## src/rtl/pipelined_adder.sv

```systemverilog
// WIDTH-bit adder split into STAGES ripple segments with a registered carry between segments.
// Define PIPE_ADD_OVF_EN to add the registered signed-overflow output ovf.
module pipelined_adder #(
   parameter int unsigned WIDTH  = 32,
   parameter int unsigned STAGES = 4
) (
   input  logic             clk,
   input  logic             rst_n,
   input  logic             in_valid,
   output logic             in_ready,
   input  logic [WIDTH-1:0] a,
   input  logic [WIDTH-1:0] b,
   input  logic             cin,
   output logic             out_valid,
   input  logic             out_ready,
   output logic [WIDTH-1:0] sum,
   output logic             cout
`ifdef PIPE_ADD_OVF_EN
   ,
   output logic             ovf
`endif
);

   localparam int unsigned SEG = WIDTH / STAGES;

   // Returns {carry out, carry into segment MSB, segment sum}.
   function automatic logic [SEG+1:0] ripple(input logic [SEG-1:0] x,
                                             input logic [SEG-1:0] y,
                                             input logic           c0);
      logic           c;
      logic           cm;
      logic [SEG-1:0] s;
      c  = c0;
      cm = c0;
      s  = '0;
      for (int unsigned i = 0; i < SEG; i++) begin
         cm   = c;
         s[i] = x[i] ^ y[i] ^ c;
         c    = (x[i] & y[i]) | (c & (x[i] ^ y[i]));
      end
      return {c, cm, s};
   endfunction

   logic             vld_q   [STAGES];
   logic [WIDTH-1:0] a_q     [STAGES];
   logic [WIDTH-1:0] b_q     [STAGES];
   logic [WIDTH-1:0] sum_q   [STAGES];
   logic             c_q     [STAGES];

   logic             src_vld [STAGES];
   logic [WIDTH-1:0] src_a   [STAGES];
   logic [WIDTH-1:0] src_b   [STAGES];
   logic [WIDTH-1:0] src_sum [STAGES];
   logic             src_c   [STAGES];
   logic [WIDTH-1:0] nxt_sum [STAGES];
   logic             nxt_c   [STAGES];
   logic [SEG+1:0]   seg_r;
   logic             adv;

`ifdef PIPE_ADD_OVF_EN
   logic ovf_d;
   logic ovf_q;
   assign ovf = ovf_q;
`endif

   assign out_valid = vld_q[STAGES-1];
   assign sum       = sum_q[STAGES-1];
   assign cout      = c_q[STAGES-1];
   assign adv       = out_ready | ~out_valid;
   assign in_ready  = adv;

   // Stage k sees the register of stage k-1; stage 0 sees the input port.
   always_comb begin
      src_vld[0] = in_valid;
      src_a[0]   = a;
      src_b[0]   = b;
      src_sum[0] = '0;
      src_c[0]   = cin;
      for (int unsigned k = 1; k < STAGES; k++) begin
         src_vld[k] = vld_q[k-1];
         src_a[k]   = a_q[k-1];
         src_b[k]   = b_q[k-1];
         src_sum[k] = sum_q[k-1];
         src_c[k]   = c_q[k-1];
      end
      seg_r = '0;
`ifdef PIPE_ADD_OVF_EN
      ovf_d = 1'b0;
`endif
      for (int unsigned k = 0; k < STAGES; k++) begin
         seg_r                    = ripple(src_a[k][k*SEG +: SEG], src_b[k][k*SEG +: SEG], src_c[k]);
         nxt_sum[k]               = src_sum[k];
         nxt_sum[k][k*SEG +: SEG] = seg_r[SEG-1:0];
         nxt_c[k]                 = seg_r[SEG+1];
`ifdef PIPE_ADD_OVF_EN
         ovf_d                    = seg_r[SEG+1] ^ seg_r[SEG];
`endif
      end
   end

   always_ff @(posedge clk) begin
      if (!rst_n) begin
         for (int unsigned k = 0; k < STAGES; k++) begin
            vld_q[k] <= 1'b0;
            a_q[k]   <= '0;
            b_q[k]   <= '0;
            sum_q[k] <= '0;
            c_q[k]   <= 1'b0;
         end
`ifdef PIPE_ADD_OVF_EN
         ovf_q <= 1'b0;
`endif
      end else if (adv) begin
         for (int unsigned k = 0; k < STAGES; k++) begin
            vld_q[k] <= src_vld[k];
            a_q[k]   <= src_a[k];
            b_q[k]   <= src_b[k];
            sum_q[k] <= nxt_sum[k];
            c_q[k]   <= nxt_c[k];
         end
`ifdef PIPE_ADD_OVF_EN
         ovf_q <= ovf_d;
`endif
      end
   end

endmodule

```

## config.mk

```make
export PLATFORM = sky130hd
export DESIGN_NAME = pipelined_adder
export DESIGN_NICKNAME = d
export VERILOG_FILES = /design/src/rtl/pipelined_adder.sv
export SDC_FILE = /design/constraint.sdc
export NUM_CORES = 1
export LEC_CHECK = 0
export BUFFER_PORTS_ARGS = -buffer_cell sky130_fd_sc_hd__buf_4
export CORE_MARGIN = 4
export CORE_UTILIZATION = 45
export CTS_CLUSTER_SIZE = 30
export DETAILED_ROUTE_END_ITERATION = 6
export PLACE_DENSITY_LB_ADDON = 0.15
export SLEW_MARGIN = 20
export SYNTH_ARGS = -nofsm -noshare
export SYNTH_HDL_FRONTEND = slang
export SYNTH_SLANG_ARGS = --single-unit
export TNS_END_PERCENT = 50
```

## constraint.sdc

```tcl
create_clock -name clk -period 11.7 [get_ports clk]
set_input_delay 1.755 -clock clk [delete_from_list [all_inputs] [get_ports clk]]
set_output_delay 1.755 -clock clk [all_outputs]
set_load 0.05 [all_outputs]
```

==> impl_results.md, run 1 <==
- Run status: finished clean
- Critical Path Sink Type: flop
- CTS tree: yes
- Worst hold path type: flop to flop
- Crit path max-delay cell type: fa_1
- Max Buffers Root-to-Sink: 2
- Minimum clock period: just under 5 ns
- Worst setup path startpoint: a[0]
- Simple-Gate Fraction of Synth Area: 15.3%
- Critical Path AT: approximately 5.2 ns
- Pre-CTS WS: 6.33 ns
- Placed cell area: 8530 um2
- DP Cell Count: 755
- Num CTS Buffers: 17
- Setup violations, final: 0
- WP data required: around 12 ns
- Largest family of logic cells by synthesized area: simple AND/OR/NAND/NOR gates
- Period utilization: a little over two fifths
- Clock-pin slew on the worst setup and hold paths: ~0.060 ns
- Max incr delay on CP: approximately 0.43 ns
- # nets final: 655
- Worst r2r src: a_q[0][8]$_SDFFCE_PN0P_
- Worst Path Max Fanout: 1
- # IOs: around 100
- DP HPWL: between 7000 and 8000 um
- Vias: 3915
- Layout filler cell count: 1387
- Syn avg cell area: 16.5 um2
- Die X: 139 um
- Antenna-violating nets left: 0
- Post-CTS Repair Setup Buffers: 0
- Min-Delay Startpoint: b_q[0][27]$_SDFFCE_PN0P_
- Share of layout cells above drive strength 1: 23.9%
- Post-synthesis adder-cell area fraction: 8.28%
- Number of synthesized register bits: 184
- Ordered cell list for the critical path: buf_4, inv_1, fa_1, inv_1, fa_1, fa_1, fa_1, fa_1, fa_1, fa_1, inv_1, fa_1, nor3b_1
- R2R Path End: sum_q[0][47]$_SDFFCE_PN0P_
- Netlist Area Pre-Place: 7740 um2
- Xor-xnor portion of the synthesized cell area: 0%
- Most common cell after layout, fill and taps aside: edfxtp_1
- Final global-route overflow total: 0
- R2R Setup Slk: 7.50 ns
- Final WL: 12200 um
- Sequential share of the synthesized area: 71.4%
- Mux share of post-synthesis cell area: 0%
- Routed WL per cell: ~16 um
- Max frequency: slightly above 200 MHz
- Fin worst setup slack: 6.73 ns
- Max-cap violations: 0
- Most frequent cells in the layout: 184 x edfxtp_1, 174 x and3_1, 107 x buf_4, 32 x fa_1, 25 x inv_1
- Core Footprint: 16700 um2
- # resized after CTS: 0
- RePlAce Congestion: 0.708
- Clock skew: 0.00618 ns
- Fin cells: between 700 and 800
- FP Rows: between 40 and 50
- Crit path top cell by count: fa_1
- # hold bufs at CTS: 0
- Yosys warns: 0
- Final instance area: 9100 um2
- Antenna fix cells: 0
- Clock latency on the worst-skew pair: 0.42 ns
- Worst R2R Path Depth: 12
- Critical path type: input pin to flop
- Initial antenna violation count: 0
- Total negative slack: 0 ns
- Synth Area in Compound Gates: 0%
- First-pass GRT wire length: a little over 20000 um
- Hold Violations, Final: 0
- Syn Inst Count: 468
- Peak supply drop: 0.107 mV
- Vias per cell: between 4 and 5
- Max_slew headroom: a little over 40%
- Power per cell area: 159 nW/um2
- WHS Path Cells: 1
- Die outline height: 139 um
- Startpoint types: input pin
- Iter 0 DRT Violations: just over 400
- P_leak: between 4 and 5 nW
- RSZ-0062 raised after global routing: no
- CTS Root Cell: clkbuf_16
- Initial Util: 46.4%
- Pre-antenna DRT Iters: 5
- Layout area overhead: 17.6%
- H-Tree Depth: 4
- WHS Endpoint: b_q[0][59]$_SDFFCE_PN0P_
- Post-synthesis cell type count: 12
- Port bufs: 103
- Pin count of the biggest net entering global routing: 110
- Slew Limit Fails: 0
- Overall routing resource usage: 13.3%
- Number of global-route vias before repair: 4006
- DR DRC count: 0
- Syn nets: 569
- Die area: 19400 um2
- Slew @ Worst Pin: around 0.89 ns
- CTS sink count: 184
Yosys cell counts, drive strengths merged:
cell / count / area [um2]
nor2b: 1 / 13.8
nand2: 1 / 3.75
clkbuf: 10 / 37.5
and3: 174 / 1090
fa: 32 / 641
edfxtp: 184 / 5530
inv: 26 / 97.6
buf: 30 / 259
nor3b: 10 / 75.1
how the worst max path moves through the flow:
stage	endpoint	slack (ns)	cells after the start
6_report	sum_q[0][7]$_SDFFCE_PN0P_	6.73	13
5_1_grt	sum_q[0][7]$_SDFFCE_PN0P_	6.61	13
4_1_cts	sum_q[0][7]$_SDFFCE_PN0P_	6.74	13
3_5_place_dp	sum_q[0][7]$_SDFFCE_PN0P_	6.33	13
3_3_place_gp	sum_q[0][7]$_SDFFCE_PN0P_	6.40	13
2_1_floorplan	a_q[0][10]$_SDFFCE_PN0P_	5.02	3
critical path, delay by kind of cell:
kind	cells	cell delay, ns
buffers and inverters	4	0.29
AND/OR/NAND/NOR	1	0.20
adder cells (fa/ha/maj)	8	2.95
where the power goes:
part | leakage (nW) | switching [mW] | internal [mW]
Combinational | 1.90 | 0.0596 | 0.0487
Clock | 0.270 | 0.222 | 0.332
Sequential | 2.19 | 0.0116 | 0.770
Total | 4.36 | 0.293 | 1.15
layer usage:
metal | global-route usage, % | share of wire [%]
met5 | 0 | 0
met4 | 5.41 | 1.7
met3 | 3.38 | 3.9
met2 | 21.2 | 49
met1 | 17.6 | 45
logic make-up (layout without fill, tap and decap cells):
kind of cell	after synthesis	in the layout
adder cells (fa/ha/maj)	32	32
buffers and inverters	66	163
flip-flops	184	184
AND/OR/NAND/NOR	186	186
metrics by stage:
| stage | utilization (%) | total power [mW] | hold slack, ns |
|---|---|---|---|
| finish | 54.5 | 1.44 | 0.543 |
| floorplan | - | 0.865 | 0.528 |
| global route | 54.5 | 1.51 | 0.560 |
| CTS | 54.5 | 1.46 | 0.544 |
| global placement | 51.1 | 0.903 | 0.530 |
| detailed placement | 51.1 | 0.907 | 0.535 |
state kept, by name (all words and copies together), names as in the netlist:
| signal | flops |
|---|---|
| sum_q | 80 |
| a_q | 48 |
| b_q | 48 |
| c_q | 4 |
| vld_q | 4 |
cell type report:
type                    instances  area (um2)  share of cell area [%]
clock inverters                 9         128                    1.40
multi-input cells             218        1830                    20.1
inverters                      26         100                    1.10
repair buffers                107         803                    8.83
clock buffers                  21         440                    4.84
flip-flops and latches        184        5530                    60.7
well taps                     220         275                    3.02
No activity file was read; power rests on OpenSTA's default activity.
==> inputs of run 2 (changes only) <==
--- a/config.mk
+++ b/config.mk
@@ -5,6 +5,7 @@
 export SDC_FILE = /design/constraint.sdc
 export NUM_CORES = 1
 export LEC_CHECK = 0
+export ABC_AREA = 1
 export BUFFER_PORTS_ARGS = -buffer_cell sky130_fd_sc_hd__buf_4
 export CORE_MARGIN = 4
 export CORE_UTILIZATION = 45
==> constraint.sdc (replaced) <==
create_clock -name clk -period 4.7 [get_ports clk]
set_input_delay 0.705 -clock clk [delete_from_list [all_inputs] [get_ports clk]]
set_output_delay 0.705 -clock clk [all_outputs]
set_load 0.05 [all_outputs]
==> run 2 against run 1 <==
Against the previous run: power increased to 2.5 times the previous value; global-route usage decreased by 2.0 points; flip-flop and latch count unchanged; sequential power increased to 2.5 times the previous value; worst setup slack worse by 6.2 ns; critical endpoint is now sum_q[0][47]$_SDFFCE_PN0P_; largest cell class unchanged.
==> impl_results.md, run 2 <==
- Pin count of the biggest net entering global routing: 185 (was 110)
- Num CTS Buffers: 17 (unchanged)
- Number of global-route vias before repair: 4008 (was 4006)
- H-Tree Depth: 4 (unchanged)
- Clock skew: 0.00810 ns (was 0.00618 ns)
- Port bufs: 103 (unchanged)
- Yosys warns: 0 (unchanged)
- Setup violations, final: 0 (unchanged)
- Power per cell area: 395 nW/um2 (was 159 nW/um2)
- # IOs: 104 (unchanged)
- Die outline height: 140 um (was 139 um)
- First-pass GRT wire length: 17700 um (was 20400 um)
- Pre-CTS WS: 0.528 ns (was 6.33 ns)
- R2R Setup Slk: 0.58 ns (was 7.50 ns)
- Slew Limit Fails: 0 (unchanged)
- Layout area overhead: 18.7% (was 17.6%)
- Pre-antenna DRT Iters: 4 (was 5)
- R2R Path End: sum_q[0][47]$_SDFFCE_PN0P_ (unchanged)
- Critical Path Sink Type: flop (unchanged)
- Max incr delay on CP: 0.47 ns (was 0.43 ns)
- Netlist Area Pre-Place: 7840 um2 (was 7740 um2)
- Period utilization: slightly below 90%
- Crit path max-delay cell type: fa_1 (unchanged)
- P_leak: 4.25 nW (was 4.36 nW)
- Vias: 4014 (was 3915)
- Area contributors post-synth: edfxtp_1 70%, inv_1 9.6%, nor2_1 8.8% (was edfxtp_1 71%, and3_1 14%, fa_1 8.3%)
- Routed WL per cell: 11.0 um (was 15.6 um)
- Share of layout cells above drive strength 1: 18.8% (was 23.9%)
- Syn Inst Count: 623 (was 468)
- Clock latency on the worst-skew pair: 0.42 ns (about the same)
- Clock-pin slew on the worst setup and hold paths: 0.07 ns (was 0.06 ns)
- Iter 0 DRT Violations: 274 (was 405)
- Commonest cells in the netlist: 200 x inv_1, 184 x edfxtp_1, 184 x nor2_1 (was 184 x edfxtp_1, 174 x and3_1, 32 x fa_1)
- Reg with most FFs: sum_q (unchanged)
- Dominant synthesized flop cell: edfxtp_1 (unchanged)
- Cell taking the most area after synthesis: edfxtp_1 (unchanged)
- Syn avg cell area: 12.6 um2 (was 16.5 um2)
- Hold Violations, Final: 0 (unchanged)
- Run status: finished clean (unchanged)
- Overall routing resource usage: 11.3% (was 13.3%)
- RePlAce Congestion: 0.756 (was 0.708)
- Total negative slack: 0 ns (unchanged)
- Crit path top cell by count: fa_1 (unchanged)
- Top Registers: sum_q x80, a_q x48, b_q x48 (unchanged)
- Post-synthesis cell type count: 8 (was 12)
- Critical Path AT: 4.38 ns (was 5.22 ns)
- Placed cell area: 8710 um2 (was 8530 um2)
- # hold bufs at CTS: 0 (unchanged)
- Final instance area: 9300 um2 (was 9100 um2)
- Final WL: 10600 um (was 12200 um)
- # resized after CTS: 0 (unchanged)
- Die X: 140 um (was 139 um)
- Most frequent cells in the layout: 200 x inv_1, 184 x nor2_1, 184 x edfxtp_1, 105 x buf_4, 32 x fa_1 (was 184 x edfxtp_1, 174 x and3_1, 107 x buf_4, 32 x fa_1, 25 x inv_1)
- FFs w/ async S/R, synth: 0% (unchanged)
- RSZ-0062 raised after global routing: no (unchanged)
- DR DRC count: 0 (unchanged)
- Initial antenna violation count: 0 (unchanged)
- FP Rows: 47 (unchanged)
- Antenna fix cells: 0 (unchanged)
- Fin worst setup slack: 0.579 ns (was 6.73 ns)
- CTS tree: yes (unchanged)
- Worst r2r src: a_q[0][8]$_SDFFCE_PN0P_ (unchanged)
- DP HPWL: 6410 um (was 7180 um)
- Worst R2R Path Depth: 12 (unchanged)
- PnR Total Power: 3.68 mW (was 1.44 mW)
- WHS Endpoint: sum_q[0][103]$_SDFFCE_PN0P_ (was b_q[0][59]$_SDFFCE_PN0P_)
- Max frequency: ~240 MHz
- Share of the synthesized area in the top cell type: 70.5% (was 71.4%)
- Vias per cell: 4.18 (was 4.99)
- Peak supply drop: 0.251 mV (was 0.107 mV)
- Antenna-violating nets left: 0 (unchanged)
- Critical path type: flop to flop (was input pin to flop)
- WHS Path Cells: 2 (was 1)
- Worst hold path type: flop to flop (unchanged)
- Ordered cell list for the critical path: fa_1, fa_1, fa_1, inv_1, fa_1, inv_1, fa_1, fa_1, fa_1, inv_1, fa_1, nor2_1 (was buf_4, inv_1, fa_1, inv_1, fa_1, fa_1, fa_1, fa_1, fa_1, fa_1, inv_1, fa_1, nor3b_1)
- Most common cell after layout, fill and taps aside: inv_1 (was edfxtp_1)
- Minimum clock period: between 4 and 5 ns
- Syn nets: 724 (was 569)
- Initial Util: 46.6% (was 46.4%)
- Min-Delay Startpoint: sum_q[0][71]$_SDFFCE_PN0P_ (was b_q[0][27]$_SDFFCE_PN0P_)
- CTS sink count: 184 (unchanged)
- Slew @ Worst Pin: 1.05 ns (was 0.892 ns)
- Sequential share of the synthesized area: 70.5% (was 71.4%)
- Post-synth EDFFs: 184 (unchanged)
- Post-CTS Repair Setup Buffers: 0 (unchanged)
- CTS Root Cell: clkbuf_16 (unchanged)
- Max-cap violations: 0 (unchanged)
- Die area: 19600 um2 (was 19400 um2)
- Top-count cell post-synth: inv_1 (was edfxtp_1)
- # nets final: 828 (was 655)
- Max_slew headroom: 29.7% (was 40.5%)
- Final global-route overflow total: 0 (unchanged)
- WHS: 0.543 ns (about the same)
- Max FFs per register: 80 (unchanged)
- Worst Path Max Fanout: 1 (unchanged)
- Core Footprint: 16800 um2 (was 16700 um2)
- Startpoint types: flop (was input pin)
- Number of synthesized register bits: 184 (unchanged)
- WP data required: 4.96 ns (was 11.95 ns)
- Max Buffers Root-to-Sink: 2 (unchanged)
## run 2: cell types whose count changed after synthesis, sizes merged, moves of 10 or more
| cell | delta |
|---|---|
| clkbuf | -10 |
| nor2 | +184 |
| nor3b | -10 |
| and3 | -174 |
| buf | -10 |
| inv | +174 |
## run 2: cell families after synthesis
kind of cell,share of synthesized area [%]
buf+inv,12.3
simple gates,9.04
flops,70.5
fa+ha+maj,8.17
## run 2: cell type report
class | instances | area, um2
multi-input combinational | 219 | 1380
fill | 1463 | 7520
tap | 220 | 275
timing repair buffer | 105 | 788
sequential | 184 | 5530
clock inverter | 15 | 160
clock buffer | 17 | 425
inverter | 200 | 751
## run 2: power by group
part / total, mW / switching, mW / internal, mW / leakage [nW]
clock network: 1.40 / 0.645 / 0.755 / 0.283
logic: 0.315 / 0.192 / 0.122 / 1.78
registers: 1.96 / 0.0342 / 1.93 / 2.19
total: 3.68 / 0.872 / 2.81 / 4.25
## run 2: per-stage QoR
| stage | std cells | util (%) |
|---|---|---|
| floorplan | 623 | - |
| global placement | 928 | 51.8 |
| detailed placement | 928 | 51.8 |
| CTS | 960 | 55.3 |
| global route | 960 | 55.3 |
| finish | 960 | 55.3 |
## run 2: worst max-delay path: cells and delay by family (launching register included)
kind | cells | cell delay, ns
and+or+nand+nor | 1 | 0.10
adders and majority gates | 8 | 3.24
buffers and inverters | 3 | 0.23
DFF | 1 | 0.40
## run 2: worst max path at each step
stage | startpoint | cells after the start | to | slack (ns)
final | a_q[0][8]$_SDFFCE_PN0P_ | 12 | sum_q[0][47]$_SDFFCE_PN0P_ | 0.58
after global routing | a_q[0][8]$_SDFFCE_PN0P_ | 12 | sum_q[0][47]$_SDFFCE_PN0P_ | 0.35
after CTS | a_q[0][8]$_SDFFCE_PN0P_ | 12 | sum_q[0][47]$_SDFFCE_PN0P_ | 0.51
after detailed placement | a[0] | 13 | sum_q[0][7]$_SDFFCE_PN0P_ | 0.53
after global placement | a_q[0][8]$_SDFFCE_PN0P_ | 12 | sum_q[0][47]$_SDFFCE_PN0P_ | 0.58
after floorplan | vld_q[0][3]$_DFFE_PP_ | 1 | a_q[0][10]$_SDFFCE_PN0P_ | 0.24
## run 2: routing by layer
metal | track usage (%) | part of all wire, %
met5 | 0 | 0
met4 | 5.05 | 2.0
met3 | 3.24 | 4.2
met2 | 20.4 | 54
met1 | 12.2 | 40
==> inputs of run 3 (changes only) <==
--- a/config.mk
+++ b/config.mk
@@ -11,7 +11,6 @@
 export CORE_UTILIZATION = 45
 export CTS_CLUSTER_SIZE = 30
 export DETAILED_ROUTE_END_ITERATION = 6
-export PLACE_DENSITY_LB_ADDON = 0.15
 export SLEW_MARGIN = 20
 export SYNTH_ARGS = -nofsm -noshare
 export SYNTH_HDL_FRONTEND = slang
==> run 3 against run 2 <==
Against the previous run: global-route usage rose by 0.32 points; largest power group unchanged; final area rose by 0.30%; clock power barely moved; sequential power barely moved; flip-flop and latch count did not move; combinational power barely moved; utilization rose by 0.16 points; power rose by 0.23%; first-iteration DRC count rose by 2.6%; non-clock buffer count did not move; worst hold slack barely moved; sequential share of layout area fell by 0.18 points; highest routed layer unchanged.
==> impl_results.md, run 3 (synthesized netlist as in run 2, its figures left out) <==
- # resized after CTS: 0 (unchanged)
- Final core occ: 55.5% (was 55.3%)
- Vias per cell: 4.24 (was 4.18)
- Core Footprint: 16800 um2 (unchanged)
- Sequential share of power: 53.2% (was 53.3%)
- Final WL: 10800 um (was 10600 um)
- Setup violations, final: 0 (unchanged)
- Max-cap violations: 0 (unchanged)
- Port bufs: 103 (unchanged)
- Combinational Power Share: 8.6% (about the same)
- Vias: 4071 (was 4014)
- Placed cell area: 8720 um2 (was 8710 um2)
- DR DRC count: 0 (unchanged)
- Critical Path AT: 4.41 ns (was 4.38 ns)
- Most common cell after layout, fill and taps aside: inv_1 (unchanged)
- Power per cell area: 395 nW/um2 (about the same)
- Worst r2r src: a_q[0][8]$_SDFFCE_PN0P_ (unchanged)
- Pin count of the biggest net entering global routing: 185 (unchanged)
- CTS sink count: 184 (unchanged)
- Top Registers: sum_q x80, a_q x48, b_q x48 (unchanged)
- Initial antenna violation count: 0 (unchanged)
- P_leak: 4.27 nW (was 4.25 nW)
- Critical path type: flop to flop (unchanged)
- Pre-antenna DRT Iters: 7 (was 4)
- Min-Delay Startpoint: a_q[0][28]$_SDFFCE_PN0P_ (was sum_q[0][71]$_SDFFCE_PN0P_)
- Layout area overhead: 19.0% (was 18.7%)
- Clock latency on the worst-skew pair: 0.43 ns (was 0.42 ns)
- Die outline height: 140 um (unchanged)
- Pint: 2.81 mW (about the same)
- Run status: finished clean (unchanged)
- DP Cell Count: 927 (was 928)
- Num CTS Buffers: 17 (unchanged)
- Clock-pin slew on the worst setup and hold paths: 0.07 ns (about the same)
- R2R Setup Slk: 0.57 ns (was 0.58 ns)
- First-pass GRT wire length: 18000 um (was 17700 um)
- WP data required: 4.98 ns (was 4.96 ns)
- # nets final: 828 (unchanged)
- Die area: 19600 um2 (unchanged)
- Slew @ Worst Pin: 0.924 ns (was 1.05 ns)
- Post-CTS Repair Setup Buffers: 0 (unchanged)
- Switching power: 879 uW (was 872 uW)
- Antenna-violating nets left: 0 (unchanged)
- Max_slew headroom: 38.4% (was 29.7%)
- Max frequency: 242 MHz (was 243 MHz)
- R2R Path End: sum_q[0][47]$_SDFFCE_PN0P_ (unchanged)
- Final global-route overflow total: 0 (unchanged)
- CTS Root Cell: clkbuf_16 (unchanged)
- H-Tree Depth: 4 (unchanged)
- Number of global-route vias before repair: 3955 (was 4008)
- Share of layout cells above drive strength 1: 18.9% (was 18.8%)
- WHS: 0.542 ns (was 0.543 ns)
- Critical Path Sink Type: flop (unchanged)
- Fin cells: 960 (unchanged)
- Max FFs per register: 80 (unchanged)
- Critical Path End: sum_q[0][47]$_SDFFCE_PN0P_ (unchanged)
- Die X: 140 um (unchanged)
- Clock skew: 0.00793 ns (was 0.00810 ns)
- Worst Path Max Fanout: 1 (unchanged)
- Worst R2R Path Depth: 12 (unchanged)
- Worst hold path type: flop to flop (unchanged)
- Clock power frac: 38.1% (about the same)
- RSZ-0062 raised after global routing: no (unchanged)
- # IOs: 104 (unchanged)
- Max Buffers Root-to-Sink: 2 (unchanged)
- Period utilization: 88.0% (was 87.7%)
- Routed WL per cell: 11.3 um (was 11.0 um)
- CTS tree: yes (unchanged)
- # hold bufs at CTS: 0 (unchanged)
- Initial Util: 46.6% (unchanged)
- Worst setup path startpoint: a_q[0][8]$_SDFFCE_PN0P_ (unchanged)
- Switching share of power: 23.9% (was 23.7%)
- RePlAce Congestion: 0.747 (was 0.756)
- Antenna fix cells: 0 (unchanged)
- Final instance area: 9330 um2 (was 9300 um2)
- Hold Violations, Final: 0 (unchanged)
- Peak supply drop: 0.260 mV (was 0.251 mV)
- Startpoint types: flop (unchanged)
- Reg with most FFs: sum_q (unchanged)
- Iter 0 DRT Violations: 281 (was 274)
- Pre-CTS WS: 0.503 ns (was 0.528 ns)
- FP Rows: 47 (unchanged)
- Minimum clock period: 4.13 ns (was 4.12 ns)
- PnR Total Power: 3.69 mW (was 3.68 mW)
- Overall routing resource usage: 11.6% (was 11.3%)
- Total negative slack: 0 ns (unchanged)
- Slew Limit Fails: 0 (unchanged)
- Fin worst setup slack: 0.565 ns (was 0.579 ns)
- DP HPWL: 6550 um (was 6410 um)
- Most frequent cells in the layout: 200 x inv_1, 184 x nor2_1, 184 x edfxtp_1, 103 x buf_4, 32 x fa_1 (was 200 x inv_1, 184 x nor2_1, 184 x edfxtp_1, 105 x buf_4, 32 x fa_1)
[run 3: cell type report]
class                   count  area (um2)
clock inverters            15         155
inverters                 200         751
repair buffers            105         821
well taps                 220         275
clock buffers              17         425
fillers                  1466        7490
multi-input cells         219        1380
flip-flops and latches    184        5530
[run 3: worst max-delay path: stages (launching register included)]
cell and delay, ns:
edfxtp_1 0.40, fa_1 0.46, fa_1 0.46, fa_1 0.44, inv_1 0.10, fa_1 0.17
inv_1 0.06, fa_1 0.45, fa_1 0.47, fa_1 0.42, inv_1 0.09, fa_1 0.39
nor2_1 0.10
[run 3: worst min path at each step]
stage	slack, ns	to	cells after the start
4_1_cts	0.55	sum_q[0][106]$_SDFFCE_PN0P_	2
5_1_grt	0.56	b_q[0][13]$_SDFFCE_PN0P_	3
6_report	0.54	a_q[0][60]$_SDFFCE_PN0P_	2
3_3_place_gp	0.52	sum_q[0][73]$_SDFFCE_PN0P_	2
2_1_floorplan	0.52	a_q[0][95]$_SDFFCE_PN0P_	2
3_5_place_dp	0.53	sum_q[0][106]$_SDFFCE_PN0P_	2
[run 3: power by group through the flow]
stage	logic, mW	registers [mW]	clock network [mW]
after global routing	0.363	1.97	1.51
after detailed placement	0.320	2.00	0
after floorplan	0.163	2.06	0
final	0.318	1.96	1.41
after global placement	0.311	2.00	0
after CTS	0.322	1.97	1.44
[run 3: routing by layer]
| metal | vias to the layer above | track usage, % | routed length (um) |
|---|---|---|---|
| met3 | 12 | 3.41 | 444 |
| li1 | 2063 | - | - |
| met4 | 0 | 5.20 | 186 |
| met2 | 68 | 19.7 | 5770 |
| met1 | 1928 | 13.8 | 4410 |
| met5 | - | 0 | 0 |
